==> src/rtl/wb_regfile.sv <==
// Write-back select plus 32-entry architectural register file with two
// combinational read ports and same-cycle write-through bypass.
module wb_regfile #(
    parameter int DATA_W = 32,
    parameter int ADDR_W = 5
) (
    input  logic              clk_i,
    input  logic              rst_i,
    input  logic              RegWrite_i,
    input  logic              MemtoReg_i,
    input  logic [DATA_W-1:0] dataMem_data_i,
    input  logic [DATA_W-1:0] ALU_result_i,
    input  logic [ADDR_W-1:0] RDaddr_i,
    input  logic [ADDR_W-1:0] RSaddr_i,
    input  logic [ADDR_W-1:0] RTaddr_i,
    output logic [DATA_W-1:0] RSdata_o,
    output logic [DATA_W-1:0] RTdata_o,
    output logic [DATA_W-1:0] WBdata_o,
    output logic              WBvalid_o
);

    localparam int NumRegs = 1 << ADDR_W;

    logic [DATA_W-1:0] regArray [NumRegs];

    assign WBdata_o  = MemtoReg_i ? dataMem_data_i : ALU_result_i;
    assign WBvalid_o = rst_i & RegWrite_i & (RDaddr_i != '0);

    // Reset wins over commit; entry 0 is never written, so it stays zero.
    always_ff @(posedge clk_i) begin
        if (!rst_i) begin
            for (int i = 0; i < NumRegs; i++) begin
                regArray[i] <= '0;
            end
        end else if (WBvalid_o) begin
            regArray[RDaddr_i] <= WBdata_o;
        end
    end

    function automatic logic [DATA_W-1:0] readPort(
        input logic              rstN,
        input logic [ADDR_W-1:0] addr,
        input logic              wbValid,
        input logic [ADDR_W-1:0] wbAddr,
        input logic [DATA_W-1:0] wbData,
        input logic [DATA_W-1:0] arrayData
    );
        if (!rstN || addr == '0) begin
            return '0;
        end else if (wbValid && addr == wbAddr) begin
            return wbData;
        end else begin
            return arrayData;
        end
    endfunction

    always_comb begin
        RSdata_o = readPort(rst_i, RSaddr_i, WBvalid_o, RDaddr_i, WBdata_o, regArray[RSaddr_i]);
        RTdata_o = readPort(rst_i, RTaddr_i, WBvalid_o, RDaddr_i, WBdata_o, regArray[RTaddr_i]);
    end

endmodule

==> config.mk <==
export PLATFORM = sky130hd
export DESIGN_NAME = wb_regfile
export DESIGN_NICKNAME = d
export VERILOG_FILES = /design/src/rtl/wb_regfile.sv
export SDC_FILE = /design/constraint.sdc
export NUM_CORES = 2
export LEC_CHECK = 0
export ABC_AREA = 1
export ABC_CLOCK_PERIOD_IN_PS = 2900
export CAP_MARGIN = 0
export CORE_MARGIN = 3
export CORE_UTILIZATION = 25
export DETAILED_ROUTE_END_ITERATION = 12
export SYNTH_ARGS = -nofsm -noshare
export SYNTH_HDL_FRONTEND = slang
export SYNTH_SLANG_ARGS = --single-unit
==> constraint.sdc <==
create_clock -name clk_i -period 2.9 [get_ports clk_i]
set_input_delay 0.58 -clock clk_i [delete_from_list [all_inputs] [get_ports clk_i]]
set_output_delay 0.58 -clock clk_i [all_outputs]
set_load 0.02 [all_outputs]
==> metrics.yaml <==
placement:
  dp_hpwl_um: 188000
  portBuffers: 179
  gp_congestion: 1.01
  dp.cells: 11702
  dpl_cell_area_mm2: 0.0714
die:
  die_area_mm2: 0.246
  row_count: 179
  initial_core_util: 0.252
  core_mm2: 0.238
  die_h_um: 496
  io_pins: 180
  die_w_um: 496
sta:
  setup-violations-final: 25
  max_freq_mhz: 337
  final.setup.worst_slack_ps: -66.4
  relSlewSlack: 0.494
  worst_slew_pin_slew_ps: 759
  rsz0062_at_grt: "yes"
  post-route-period-util: 1.02
  hold_viol_final: 0
  final-max-slew-violation-count: 0
  min_period_ps: 2970
logic_synthesis:
  synthTopCellsByCount: "2790 x nand2_1, 1763 x nor2_1, 1216 x nand3_1, 1024 x edfxtp_1, 719 x inv_1"
  synth.distinct_cells: 21
  synth_area_leader_cell: "edfxtp_1"
  netlist.area_leader.share: 0.512
  synthCells: 8286
  synth.avg_cell_area_um2: 7.25
  ys_warn_count: 0
  synth_edf_count: 1024
  synth_area_leaders: "edfxtp_1 51%, nand2_1 17%, nor2_1 11%, nand3_1 10%, inv_1 4.5%"
  synth_most_common_cell: "nand2_1"
  yosys_most_used_dff: "edfxtp_1"
  syn_area_mm2: 0.0600
  ys_seq_area_frac: 0.512
  synthArstFlopShare: 0
  ys_ff_latch: 1024
power_and_ir_drop:
  p_leak_nw: 36.9
  pwr_density_cell_mw_per_mm2: 489
  swShare: 0.307
  vdd_drop_max_uv: 488
  pwr-share-seq: 0.429
  comb_power_share: 0.229
  pwr-share-clk: 0.342
  p_switching_mw: 12.4
  intPower_mw: 28.0
worst_setup_path:
  required_ps: 2320
  end_kind: "output port"
  critPathMaxFanout: 9
  worstSetupStartpointType: "primary input"
  startpoint: "RSaddr_i[0]"
  crit_arrival_ps: 2390
  critPathKind: "primary input to output port"
cells_and_area:
  multi_input_area_mm2: 0.0272
  top_regs: "regArray: 1024 flops"
  fillerInstances: 24453
  fin_cells: 12147
  fin_area_mm2: 0.0827
  post_route_cells_drive_above_1_share: 0.191
  largest_reg_flops: 1024
  nNetsFinal: 8977
  final_util: 0.347
  top_register: "regArray"
  ff_latch_area_mm2: 0.0307
  area_growth_pct: 37.8
cts:
  cts_buffer_depth: 3
  cts-root-buf: "clkbuf_16"
  path_clk_slew_ps: 60
  h-tree-depth: 3
  cts_tree: "yes"
  cts.sink_count: 1024
  ctsHoldBuffers: 0
  numCtsBuffers: 109
detailed_routing:
  via_count: 61735
  drt_wl_total_um: 300000
  drt_iter0_markers: 8674
  wl_per_cell_um: 24.7
  viasPerCell: 5.08
  ant_nets: 0
  dr.pass1.iters: 7
  drc: 0
grt:
  grt_pass1_wl_um: 413000
  overflow: 0
  grtUsageTotal: 0.233
  grt_pass1_vias: 56539
  antenna_found_initial: 18
  grt_max_degree: 40
flow_run:
  cap_violations: 0
hold_path:
  min_from: "MemtoReg_i"
  hold_class: "primary input to register"
outcome:
  status: "complete, but fails checks"
  violations: "negative setup slack"
-- stage by stage --
stage / setup WS (ps) / hold WS (ps) / TNS [ps] / power (mW)
detailed placement: -1030 / 1430 / -36540 / 25.0
global placement: -1040 / 1440 / -37040 / 25.0
CTS: -99.7 / 601 / -855 / 39.7
finish: -66.4 / 629 / -669 / 40.5
floorplan: 172 / 907 / 0 / 21.1
global route: -104 / 662 / -1530 / 41.4
-- final timing paths --
kind,end,slack [ps],cells past startpoint
setup / recovery,RSdata_o[17],-70,15
hold / removal,regArray[25][9],630,5
-- power by group through the flow --
stage               clock, mW  sequential (mW)  combinational [mW]
floorplan                   0             17.6                3.49
global placement            0             17.7                7.33
detailed placement          0             17.7                7.33
CTS                      13.8             17.4                8.50
global route             14.4             17.5                9.62
finish                   13.8             17.4                9.26
-- routing by layer --
| layer | up-vias | routed length (um) | GRT usage | share of wire |
|---|---|---|---|---|
| li1 | 27328 | - | - | - |
| met5 | - | 53 | 0 | 0.00018 |
| met4 | 8 | 31600 | 0.207 | 0.11 |
| met1 | 28898 | 103000 | 0.272 | 0.34 |
| met2 | 4395 | 131000 | 0.356 | 0.44 |
| met3 | 1106 | 34900 | 0.0549 | 0.12 |
-- final cells by class --
type | instances | area share
flip-flops and latches | 1024 | 0.372
multi-input cells | 5930 | 0.329
repair buffers | 1101 | 0.177
well taps | 3167 | 0.0479
clock buffers | 133 | 0.0341
inverters | 725 | 0.0337
clock inverters | 59 | 0.00596
repair inverters | 3 | 0.000439
diodes | 5 | 0.000151
-- kinds of logic (layout without fill, tap and decap cells) --
group | count (synthesis) | in the layout | synth area share
simple gates | 5794 | 5794 | 0.389
buf+inv | 1363 | 2021 | 0.0897
flops | 1024 | 1024 | 0.512
compound gates | 98 | 98 | 0.00817
xor+xnor | 6 | 6 | 0.000875
other cells | 1 | 37 | 0.0000625
-- what timing repair did --
action                     4_1_cts  5_1_grt
buffers inserted               124       43
cloned                          68       25
gates resized for setup        756      384
setup endpoints to repair       68       73
pin swaps                      115      189
-- worst max-delay path, stage by stage --
cell     delay [ps]
buf_16          120
inv_16           60
buf_12          140
buf_16          140
buf_4           150
buf_16          140
nand2_1          70
nand3_1          60
nand3_1          90
nand2_2         120
nand3_2         110
buf_6           140
nand2_2          70
a21oi_2         190
buf_6           150
-- cells in the final DEF, fill, tap and decap left out, drive strengths merged --
master            n
o21ai            34
nor2           1763
a21oi            64
dlygate4sd2       1
nor3             13
diode             5
clkdlybuf4s15     1
clkdlybuf4s50    86
inv             726
xnor2             4
conb             32
bufinv            9
xor2              2
bufbuf           24
nand2          2798
edfxtp         1024
clkinv           52
clkbuf          159
dlymetal6s2s      7
nand4             4
nand3          1216
buf             956
Note: power is estimated with default switching activity, not from simulation.
